===== src/rtl/control_sequencer.sv =====
// control_sequencer -- microcode sequencer for a small bus-based CPU.
//
// A step counter (T_STATE) walks T0..T4 and every bus/register control is a
// purely combinational decode of the current step, the sticky HALTED flag,
// the opcode and the ALU flags. Instructions are variable length: the counter
// wraps to T0 right after the last useful step of each opcode.
//
// Ports
//   CLOCK, CLEAR_n          rising-edge clock, async active-low reset
//   IR_DATA                 opcode (upper bits beyond [3:0] must be zero)
//   ZERO_FLAG, CARRY_FLAG   registered ALU flags, used by JZ / JC
//   *_n outputs             active-low bus/register controls
//   PC_COUNT_ENABLE, OUT_READ_BUS, ALU_SUBTRACT, CLOCK_HALT  active-high
//   T_STATE                 current microstep
//   HALTED                  sticky halt, cleared only by CLEAR_n
//   ILLEGAL                 undefined opcode seen in T2
module control_sequencer #(
  parameter int OPCODE_WIDTH = 4,
  parameter int STEP_WIDTH   = 3
) (
  input  logic                    CLOCK,
  input  logic                    CLEAR_n,
  input  logic [OPCODE_WIDTH-1:0] IR_DATA,
  input  logic                    ZERO_FLAG,
  input  logic                    CARRY_FLAG,
  output logic                    PC_COUNT_ENABLE,
  output logic                    OUT_READ_BUS,
  output logic                    ALU_SUBTRACT,
  output logic                    CLOCK_HALT,
  output logic                    PC_JUMP_n,
  output logic                    PC_WRITE_BUS_n,
  output logic                    MAR_READ_BUS_n,
  output logic                    RAM_READ_BUS_n,
  output logic                    RAM_WRITE_BUS_n,
  output logic                    A_READ_BUS_n,
  output logic                    A_WRITE_BUS_n,
  output logic                    B_READ_BUS_n,
  output logic                    IR_READ_BUS_n,
  output logic                    IR_WRITE_BUS_n,
  output logic                    ALU_WRITE_BUS_n,
  output logic                    FLAGS_UPDATE_n,
  output logic [STEP_WIDTH-1:0]   T_STATE,
  output logic                    HALTED,
  output logic                    ILLEGAL
);

  localparam logic [STEP_WIDTH-1:0] S0 = STEP_WIDTH'(0);
  localparam logic [STEP_WIDTH-1:0] S1 = STEP_WIDTH'(1);
  localparam logic [STEP_WIDTH-1:0] S2 = STEP_WIDTH'(2);
  localparam logic [STEP_WIDTH-1:0] S3 = STEP_WIDTH'(3);
  localparam logic [STEP_WIDTH-1:0] S4 = STEP_WIDTH'(4);

  localparam logic [3:0] OP_NOP = 4'h0, OP_LDA = 4'h1, OP_ADD = 4'h2,
                         OP_SUB = 4'h3, OP_STA = 4'h4, OP_LDI = 4'h5,
                         OP_JMP = 4'h6, OP_JC  = 4'h7, OP_JZ  = 4'h8,
                         OP_OUT = 4'hE, OP_HLT = 4'hF;

  logic [STEP_WIDTH-1:0] t_q, t_d;
  logic                  halted_q, halted_d;
  logic                  hi_nz;     // opcode has bits set above [3:0]
  logic [3:0]            op;
  logic                  op_undef;  // illegal: high bits or 0x9..0xD
  logic [STEP_WIDTH-1:0] last_step;

  // A 4-bit opcode has no high field to check.
  generate
    if (OPCODE_WIDTH > 4) begin : g_hi
      assign hi_nz = |IR_DATA[OPCODE_WIDTH-1:4];
    end else begin : g_nohi
      assign hi_nz = 1'b0;
    end
  endgenerate

  // Illegal opcodes are folded onto 0x9 so they decode exactly like a NOP.
  assign op       = hi_nz ? 4'h9 : IR_DATA[3:0];
  assign op_undef = (op >= 4'h9) && (op <= 4'hD);

  always_comb begin
    last_step = S2;
    if (op == OP_LDA || op == OP_STA) last_step = S3;
    if (op == OP_ADD || op == OP_SUB) last_step = S4;
  end

  always_comb begin
    t_d      = t_q;
    halted_d = halted_q;
    if (t_q > S4) begin
      t_d = S0;                           // unreachable encodings recover
    end else if (!halted_q) begin
      if (t_q == S2 && op == OP_HLT) halted_d = 1'b1;  // freeze at T2
      else if (t_q >= last_step)      t_d = S0;
      else                            t_d = t_q + S1;
    end
  end

  always_ff @(posedge CLOCK or negedge CLEAR_n) begin
    if (!CLEAR_n) begin
      t_q      <= S0;
      halted_q <= 1'b0;
    end else begin
      t_q      <= t_d;
      halted_q <= halted_d;
    end
  end

  assign T_STATE = t_q;
  assign HALTED  = halted_q;

  // Control decode. Gated by CLEAR_n so T0 controls stay quiet in reset.
  always_comb begin
    PC_COUNT_ENABLE = 1'b0;
    OUT_READ_BUS    = 1'b0;
    ALU_SUBTRACT    = 1'b0;
    CLOCK_HALT      = 1'b0;
    PC_JUMP_n       = 1'b1;
    PC_WRITE_BUS_n  = 1'b1;
    MAR_READ_BUS_n  = 1'b1;
    RAM_READ_BUS_n  = 1'b1;
    RAM_WRITE_BUS_n = 1'b1;
    A_READ_BUS_n    = 1'b1;
    A_WRITE_BUS_n   = 1'b1;
    B_READ_BUS_n    = 1'b1;
    IR_READ_BUS_n   = 1'b1;
    IR_WRITE_BUS_n  = 1'b1;
    ALU_WRITE_BUS_n = 1'b1;
    FLAGS_UPDATE_n  = 1'b1;
    ILLEGAL         = 1'b0;
    if (CLEAR_n) begin
      if (halted_q) begin
        CLOCK_HALT = 1'b1;
      end else if (t_q == S0) begin
        PC_WRITE_BUS_n = 1'b0;
        MAR_READ_BUS_n = 1'b0;
      end else if (t_q == S1) begin
        RAM_WRITE_BUS_n = 1'b0;
        IR_READ_BUS_n   = 1'b0;
        PC_COUNT_ENABLE = 1'b1;
      end else if (t_q == S2) begin
        ILLEGAL = op_undef;
        case (op)
          OP_LDA, OP_ADD, OP_SUB, OP_STA: begin
            IR_WRITE_BUS_n = 1'b0;
            MAR_READ_BUS_n = 1'b0;
          end
          OP_LDI: begin
            IR_WRITE_BUS_n = 1'b0;
            A_READ_BUS_n   = 1'b0;
          end
          OP_JMP: begin
            IR_WRITE_BUS_n = 1'b0;
            PC_JUMP_n      = 1'b0;
          end
          OP_JC: begin
            IR_WRITE_BUS_n = !CARRY_FLAG;
            PC_JUMP_n      = !CARRY_FLAG;
          end
          OP_JZ: begin
            IR_WRITE_BUS_n = !ZERO_FLAG;
            PC_JUMP_n      = !ZERO_FLAG;
          end
          OP_OUT: begin
            A_WRITE_BUS_n = 1'b0;
            OUT_READ_BUS  = 1'b1;
          end
          OP_HLT:  CLOCK_HALT = 1'b1;
          default: ;                      // NOP and illegal
        endcase
      end else if (t_q == S3) begin
        case (op)
          OP_LDA: begin
            RAM_WRITE_BUS_n = 1'b0;
            A_READ_BUS_n    = 1'b0;
          end
          OP_ADD, OP_SUB: begin
            RAM_WRITE_BUS_n = 1'b0;
            B_READ_BUS_n    = 1'b0;
            ALU_SUBTRACT    = (op == OP_SUB);
          end
          OP_STA: begin
            A_WRITE_BUS_n  = 1'b0;
            RAM_READ_BUS_n = 1'b0;
          end
          default: ;
        endcase
      end else if (t_q == S4) begin
        if (op == OP_ADD || op == OP_SUB) begin
          ALU_WRITE_BUS_n = 1'b0;
          A_READ_BUS_n    = 1'b0;
          FLAGS_UPDATE_n  = 1'b0;
          ALU_SUBTRACT    = (op == OP_SUB);
        end
      end
    end
  end

  logic unused_nop;
  assign unused_nop = (OP_NOP == 4'h0);

endmodule


===== config.mk =====
export PLATFORM = sky130hd
export DESIGN_NAME = control_sequencer
export DESIGN_NICKNAME = d
export VERILOG_FILES = /design/src/rtl/control_sequencer.sv
export SDC_FILE = /design/constraint.sdc
export NUM_CORES = 1
export LEC_CHECK = 0
export ABC_AREA = 1
export BUFFER_PORTS_ARGS = -buffer_cell sky130_fd_sc_hd__clkbuf_2
export CAP_MARGIN = 15
export CORE_MARGIN = 3
export CORE_UTILIZATION = 47
export DETAILED_ROUTE_END_ITERATION = 16
export PLACE_DENSITY = 0.85
export SYNTH_ARGS = -nofsm -noshare
export SYNTH_HDL_FRONTEND = slang
export SYNTH_SLANG_ARGS = --single-unit

===== constraint.sdc =====
create_clock -name CLOCK -period 1.83 [get_ports CLOCK]
set_input_delay 0.183 -clock CLOCK [delete_from_list [all_inputs] [get_ports CLOCK]]
set_output_delay 0.183 -clock CLOCK [all_outputs]
set_load 0.005 [all_outputs]

# Yosys cells after proc, flatten, opt, wreduce, memory -nomap -nowiden
# Index checks and enable logic that the tools add are counted.
[totals]
mem_count = 0
input_bits = 8
ram_bits = 0
output_inout_bits = 21
ff_bits = 4
rom_bits = 0
latchBits = 0
[op_classes]
eq_ne = 16
shift = 0
add_sub_neg = 1
reduce_logical = 12
n_mux = 106
mul = 0
n_div = 0
n_lt_le_gt_ge = 4
n_bitwise = 0
[ops]
columns = ["cell", "count"]
rows = [
  ["two-way mux 1 bit", 99],
  ["equality test 4 x 3 -> 1 bit (second input constant)", 4],
  ["two-way mux 3 bit", 5],
  ["equality test 4 bit (second input constant)", 3],
  ["equality test 4 x 2 -> 1 bit (second input constant)", 2],
  ["equality test 3 x 2 -> 1 bit (second input constant)", 2],
  ["case mux 1 bit (3 select lines)", 2],
  ["OR reduction 6 bit", 1],
  ["equality test 4 x 1 -> 1 bit (second input constant)", 1],
  ["greater-or-equal comparator 4 bit (second input constant)", 1],
  ["<= comparator 4 bit (second input constant)", 1],
  ["OR reduction 4 bit", 1],
  ["adder 3 x 1 -> 3 bit (second input constant)", 1],
  ["equality test 3 x 1 -> 1 bit (second input constant)", 1],
  ["equality test 3 bit (second input constant)", 1],
  ["greater-or-equal comparator 3 bit", 1],
  ["> comparator 3 bit (second input constant)", 1],
  ["logical NOT 3 bit", 1],
  ["OR reduction 3 bit", 1],
  ["logical AND 1 bit", 2],
  ["logical NOT 1 bit", 2],
  ["logical OR 1 bit", 2],
  ["!= test 2 x 1 -> 1 bit (second input constant)", 1],
  ["!= test 2 bit (second input constant)", 1],
  ["2 further kinds", 2],
]

# Depth between registers and ports, before layout
# Gate-level depths: netlist of run 1.
[logic_depth]
word_depth = 10
mapped_depth = 8
mapped_depth_nobuf = 8

# Worst setup path before layout of run 1
# Ideal clock, no wire load.
[synth_path]
path_type = "flip-flop to output port"
start = "reg t_q[0] (netlist: T_STATE[0])"
end = "out FLAGS_UPDATE_n"
stages_incl_launch_ff = 6
t_arrival_ps = 1300
t_required_ps = 1647
setup_slack_ps = 347
cell_sequence = "dfrtp_1 > ha_1 > ha_1 > nor3_2 > nand2_1 > buf_4"
[synth_via]
elab_chain_len = 8
word_cells_on_any_way = 12
cone_classes = "eq/ne (4); mux (7); reduce/logical (1)"
[synth_rtl]
columns = ["element", "line", "source"]
rows = [
  ["start, declared", "58", "logic [STEP_WIDTH-1:0] t_q, t_d;"],
  ["start signal, assigned", "101", "t_q <= t_d;"],
  ["equality test 3 bit", "185", "end else if (t_q == S4) begin"],
  ["two-way mux 1 bit (4 in a row)", "--", ""],
  ["two-way mux 1 bit (*) (3 in a row)", "--", ""],
  ["end, declared", "41", "output logic FLAGS_UPDATE_n,"],
]
# Every way passes the cells marked *; elsewhere a longest branch is shown, timed or not.

# Final worst setup path of run 1
[layout_path]
start = "reg t_q[1] (netlist: T_STATE[1])"
end = "out A_WRITE_BUS_n"
[layout_via]
elab_chain_len = 7
word_cells_on_any_way = 10
cone_classes = "eq/ne (3); mux (6); reduce/logical (1)"
[layout_rtl]
columns = ["element", "line", "source"]
rows = [
  ["equality test 3 x 2 -> 1 bit", "168", "end else if (t_q == S3) begin"],
  ["two-way mux 1 bit", "168", ""],
  ["two-way mux 1 bit", "138", "end else if (t_q == S2) begin"],
  ["two-way mux 1 bit", "134", "end else if (t_q == S1) begin"],
  ["two-way mux 1 bit (*)", "131", "end else if (t_q == S0) begin"],
  ["two-way mux 1 bit (*)", "129", "if (halted_q) begin"],
  ["two-way mux 1 bit (*)", "128", "if (CLEAR_n) begin"],
  ["end, declared", "36", "output logic A_WRITE_BUS_n,"],
]
# Marked as above.

==> flow_summary.ini, run 1 <==
[sta]
fin_crit_sh = 0.988
period_needed_ns = 1.81
fmax_ghz = 0.553
worst_pin_slew_ns = 0.251
setup_viol = 0
finalHoldViolations = 0
slew_viol_final = 0
maxSlewHeadroom = 0.833
skew_ns = 0.00164
finalSetupTns_ns = 0
rsz0062_at_grt = true

[detailed_routing]
remaining_drc_errors = 0
drt_pre_antenna_iters = 6
viasPerCell = 5.40
routed-via-count = 939
finalWirelength_mm = 2.23
ant_nets = 0
drt_iter0_markers = 30
wl_per_cell_um = 12.8

[cells_and_area]
fin_nets = 177
n_antenna_cell = 0
fin_cells = 174
area_growth_pct = 40.3
final_cell_mix = nand2_1 (27), clkbuf_2 (27), inv_1 (15), nor2_1 (15), nand3_1 (9)
drive_above_1_share = 0.415
nFillCells = 103
final_area_um2 = 971

[place]
dpl_cell_area_um2 = 843
placed_cells = 164
dpl.hpwl_mm = 1.50
numPortBuffers = 28
place_congestion = 0.889

[worst_setup_path]
reg2reg_slack_ns = 0.32
worstPathArrival_ns = 1.63
cpPeakStageDelay_ns = 0.43
reg2reg_depth = 9
crit_start = T_STATE[1]
worst_path_most_repeated_cell = nand2_1
required_ns = 1.65
start_kind = register
slowest_stage = dfrtp_2
timing.rr.start = T_STATE[0]
critPathKind = reg2out
cp-endpoint = A_WRITE_BUS_n
reg2reg_to = T_STATE[0]
endpoint_kind = primary output
crit_chain = inv_1 > ha_1 > nand2_1 > nand2_1 > nor2_2 > a21oi_1 > clkbuf_2
crit_fanout = 5

[global_route]
gr-total-overflow = 0
antenna_found_initial = 0
grt_max_degree = 7
grt_pass1_vias = 733
grt.total_usage = 0.204
grt_pass1_wl_mm = 3.05

[yosys]
yosysWarnings = 0
yosys.cell_types.count = 18
syn_nets = 138
synth_area_leaders = nand2_1 (16%), dfrtp_1 (14%), ha_1 (14%)
netlist.area_leader.share = 0.157
post-synth-top-area-cell = nand2_1
synth.yosys.seq_area_share = 0.145
ys_seq_elements = 4
syn_area_per_cell_um2 = 5.67
syn_inst = 122
netlist_area_um2 = 692

[pwr]
sw_frac_of_total = 0.536
p_per_area_nw_per_um2 = 1230
intPower_mw = 0.554
p_switching_mw = 0.640
leakagePower_nw = 0.527
power_frac_seq = 0.170
clock_power_share = 0.098
ir_drop_uv = 665
comb_power_share = 0.732

[outcome]
outcome = finished clean

[clock_tree]
cts_sinks = 4
cts_buffer_depth = 2
root_buffer = clkbuf_4
path_clk_slew_ns = 0.04
cts_buffers = 3
cts_max_level = 1
clk_latency_ns = 0.24
cts_tree = yes

[min_path]
min_path_type = in2async

[floorplan]
pin_count = 29
core_um2 = 1330
die_height_um = 44.4
die_area_um2 = 1970
die_w_um = 44.4
rows = 13
start_util = 0.519

[flow_run]
drv_cap = 0
layer usage:
layer  routed length (um)  track usage  part of all wire  up-vias
met5                    0            0                 0        -
met4                   49       0.0482             0.022        0
met3                  159       0.0528             0.071        5
met2                 1100        0.328              0.49       45
met1                  919        0.271              0.41      424
li1                     -            -                 -      465
metrics by stage:
stage	setup slack, ns	util	hold WS [ns]	total power [mW]
detailed placement	0.191	0.632	0.00639	0.891
floorplan	0.347	-	-0.113	0.678
global placement	0.191	0.632	0.00719	0.872
CTS	0.000312	0.666	0.299	1.03
finish	0.0215	0.728	0.307	1.19
global route	-0.0756	0.728	0.291	1.31
critical path: cells and delay by family (launching register included):
kind | cells | cell delay (ns)
adder cells (fa/ha/maj) | 1 | 0.23
flip-flops | 1 | 0.43
AND/OR/NAND/NOR | 3 | 0.36
AO/OA/AOI/OAI | 1 | 0.13
buffers and inverters | 2 | 0.22
area by class of cell:
type / instances / area [um^2] / share of cell area
clock buffer: 3 / 22.5 / 0.0232
inverter: 21 / 78.8 / 0.0812
multi-input combinational: 96 / 553 / 0.570
sequential: 4 / 103 / 0.106
tap: 15 / 18.8 / 0.0193
timing repair buffer: 35 / 195 / 0.201
power groups by stage:
stage / clock network (mW) / logic (mW) / registers (mW)
after floorplan: 0 / 0.489 / 0.188
after global placement: 0 / 0.681 / 0.191
after detailed placement: 0 / 0.695 / 0.196
after CTS: 0.118 / 0.718 / 0.198
after global routing: 0.133 / 0.970 / 0.210
final: 0.117 / 0.874 / 0.203
cell usage after synthesis (all sizes together):
| master | number |
|---|---|
| ha | 8 |
| nor2 | 24 |
| nand3b | 2 |
| inv | 21 |
| a21oi | 7 |
| nand3 | 12 |
| dfrtp | 4 |
| nand4 | 2 |
| o21ai | 5 |
| nor3 | 3 |
| nor3b | 1 |
| buf | 1 |
| nand2 | 32 |
worst min path at each step:
stage / startpoint / endpoint / slack (ns) / depth (start not counted)
2_1_floorplan: CLEAR_n / HALTED / -0.11 / 0
3_3_place_gp: CLEAR_n / HALTED / 0.007 / 1
3_5_place_dp: CLEAR_n / HALTED / 0.006 / 1
4_1_cts: CLEAR_n / HALTED / 0.30 / 2
5_1_grt: CLEAR_n / T_STATE[2] / 0.29 / 2
6_report: CLEAR_n / HALTED / 0.31 / 2
sequential cells by signal (all words and copies together), names as in the netlist:
| register | cells |
|---|---|
| T_STATE | 3 |
| HALTED | 1 |
timing repair:
action	CTS	global route
buffers inserted	0	6
hold endpoints to repair	4	0
resized for setup	4	14
hold buffers	1	0
setup endpoints to repair	5	16
gates cloned	0	0
pin swaps	0	5
cell families after synthesis:
kind of cell	after synthesis	share of synthesized area
simple gates	76	0.499
buf+inv	22	0.125
compound gates	12	0.0868
fa+ha+maj	8	0.145
flops	4	0.145
Note: power is estimated with default switching activity, not from simulation.
==> inputs of run 2 (changes only) <==
--- a/config.mk
+++ b/config.mk
@@ -9,9 +9,9 @@
 export BUFFER_PORTS_ARGS = -buffer_cell sky130_fd_sc_hd__clkbuf_2
 export CAP_MARGIN = 15
 export CORE_MARGIN = 3
-export CORE_UTILIZATION = 47
+export CORE_UTILIZATION = 30
 export DETAILED_ROUTE_END_ITERATION = 16
-export PLACE_DENSITY = 0.85
+export PLACE_DENSITY = 0.62
 export SYNTH_ARGS = -nofsm -noshare
 export SYNTH_HDL_FRONTEND = slang
 export SYNTH_SLANG_ARGS = --single-unit
==> constraint.sdc (replaced) <==
create_clock -name CLOCK -period 1.5 [get_ports CLOCK]
set_input_delay 0.15 -clock CLOCK [delete_from_list [all_inputs] [get_ports CLOCK]]
set_output_delay 0.15 -clock CLOCK [all_outputs]
set_load 0.005 [all_outputs]
==> flow_summary.ini, run 2 (synthesis gave the netlist of run 1 again) <==
[floorplan]
rows = 16
die_w_um = 54.0
die_area_um2 = 2920
die_height_um = 54.0
core_um2 = 2060
pin_count = 29
start_util = 0.336

[sta]
fin_crit_sh = 1.11
period_needed_ns = 1.67
finalHoldViolations = 0
maxSlewHeadroom = 0.831
rsz0062_at_grt = true
setup_viol = 15
setup_ws_ns = -0.167
slew_viol_final = 0
worst_pin_slew_ns = 0.253
fmax_ghz = 0.600
skew_ns = 0.000912

[global_route]
grt_pass1_wl_mm = 3.76
grt_pass1_vias = 900
gr-total-overflow = 0
antenna_found_initial = 0
use_met1 = 0.196
grt-busiest-layer = met2
grt_use_met3 = 0.0166
use_met2 = 0.335
grt.total_usage = 0.173
grt_max_degree = 7

[pwr]
ir_drop_uv = 1250
comb_power_share = 0.816
sw_frac_of_total = 0.511
totalPowerFinal_mw = 2.05
power_frac_seq = 0.120
intPower_mw = 1.00
leakagePower_nw = 0.632
p_switching_mw = 1.05
clock_power_share = 0.063
p_per_area_nw_per_um2 = 1610

[detailed_routing]
drt_iter0_markers = 17
viasPerCell = 4.83
finalWirelength_mm = 2.51
ant_nets = 0
remaining_drc_errors = 0
drt_pre_antenna_iters = 4
routed-via-count = 962
wl_per_cell_um = 12.6

[worst_setup_path]
cpPeakStageDelay_ns = 0.45
endpoint_kind = primary output
worst-path-buf-inv = 2
crit_fanout = 4
worstPathArrival_ns = 1.52
worst_path_most_repeated_cell = nor2_2
slowest_stage = dfrtp_2
critPathKind = reg2out
required_ns = 1.35
start_kind = register
crit_chain = inv_4 > ha_4 > nand2_2 > nor2_2 > nand3_2 > nor2_2 > nand2_1 > clkbuf_2
path_delay_family = simple AND/OR/NAND/NOR gates

[cells_and_area]
fin_nets = 190
final_util = 0.620
nFillCells = 196
n_antenna_cell = 0
area_growth_pct = 84.6
final_cell_mix = clkbuf_2 (24), nand2_1 (23), buf_4 (16)
layout.cells.most_common = clkbuf_2
drive_above_1_share = 0.587
fin_cells = 199
largest_reg_flops = 3

[flow_run]
drv_cap = 0

[clock_tree]
cts_max_level = 1
path_clk_slew_ns = 0.04
clk_latency_ns = 0.23
cts_tree = yes
cts_sinks = 4
cts_buffers = 3
root_buffer = clkbuf_4
cts_buffer_depth = 2

[place]
numPortBuffers = 28
placed_cells = 187
dpl.hpwl_mm = 1.84
pre_cts_ws_ns = -0.0764
place_congestion = 0.873

[outcome]
outcome = finished, violations left
violations = negative setup slack

[min_path]
min_path_type = in2async
-- run 2: changes by cell type in the layout (fill, tap and decap cells not counted), sizes merged --
cell	before	now
clkbuf	30	27
buf	7	23
-- run 2: worst paths after layout --
kind | start | end | slack, ns | depth (start not counted)
max in group asynchronous | CLEAR_n | T_STATE[1] | 0.97 | 2
max | T_STATE[0] | PC_JUMP_n | -0.17 | 8
max reg2reg | T_STATE[0] | T_STATE[1] | 0.01 | 10
min reg2reg | HALTED | T_STATE[2] | 0.61 | 2
min in group CLOCK | IR_DATA[0] | T_STATE[0] | 0.49 | 6
min | CLEAR_n | T_STATE[0] | 0.34 | 2
-- run 2: power by group through the flow --
stage	clock network (mW)	logic (mW)	registers, mW
2_1_floorplan	0	0.597	0.230
3_3_place_gp	0	1.00	0.222
3_5_place_dp	0	1.02	0.226
4_1_cts	0.136	1.35	0.225
5_1_grt	0.140	1.84	0.255
6_report	0.130	1.67	0.246
-- run 2: final cells by class --
type	instances	area, um^2	area share
multi-input cells	96	731	0.572
repair buffers	48	304	0.238
flip-flops and latches	4	103	0.0803
inverters	21	83.8	0.0656
well taps	27	33.8	0.0264
clock buffers	3	22.5	0.0176
-- run 2: what timing repair did --
item                                   4_1_cts  5_1_grt
pin swaps                                    9        8
hold buffers                                 1        0
gates resized for setup                     29       32
setup buffers                                5        4
endpoints found under the hold margin        4        0
setup endpoints to repair                   17       20
-- run 2: worst register-to-register path, cell delays in order, from the launching register on --
cell     delay [ns]
dfrtp_2        0.45
inv_4          0.10
ha_4           0.14
inv_2          0.04
nor2_4         0.16
buf_4          0.14
buf_4          0.10
nand2_4        0.06
nand2_1        0.10
nand2_1        0.05
o21ai_1        0.06
-- run 2: metal layers --
layer / part of all wire / vias to the layer above / routed length, um
met3: 0.042 / 6 / 105
met2: 0.53 / 24 / 1320
met4: 0.018 / 0 / 46
li1: - / 490 / -
met5: 0 / - / 0
met1: 0.41 / 442 / 1040
-- run 2: stage by stage --
stage | area, um^2 | hold slack [ns] | TNS [ns]
after floorplan | 692 | -0.146 | 0
after global placement | 941 | -0.0186 | -0.157
after detailed placement | 941 | -0.0191 | -0.250
after CTS | 1130 | 0.318 | -2.35
after global routing | 1280 | 0.354 | -3.43
final | 1280 | 0.338 | -1.91
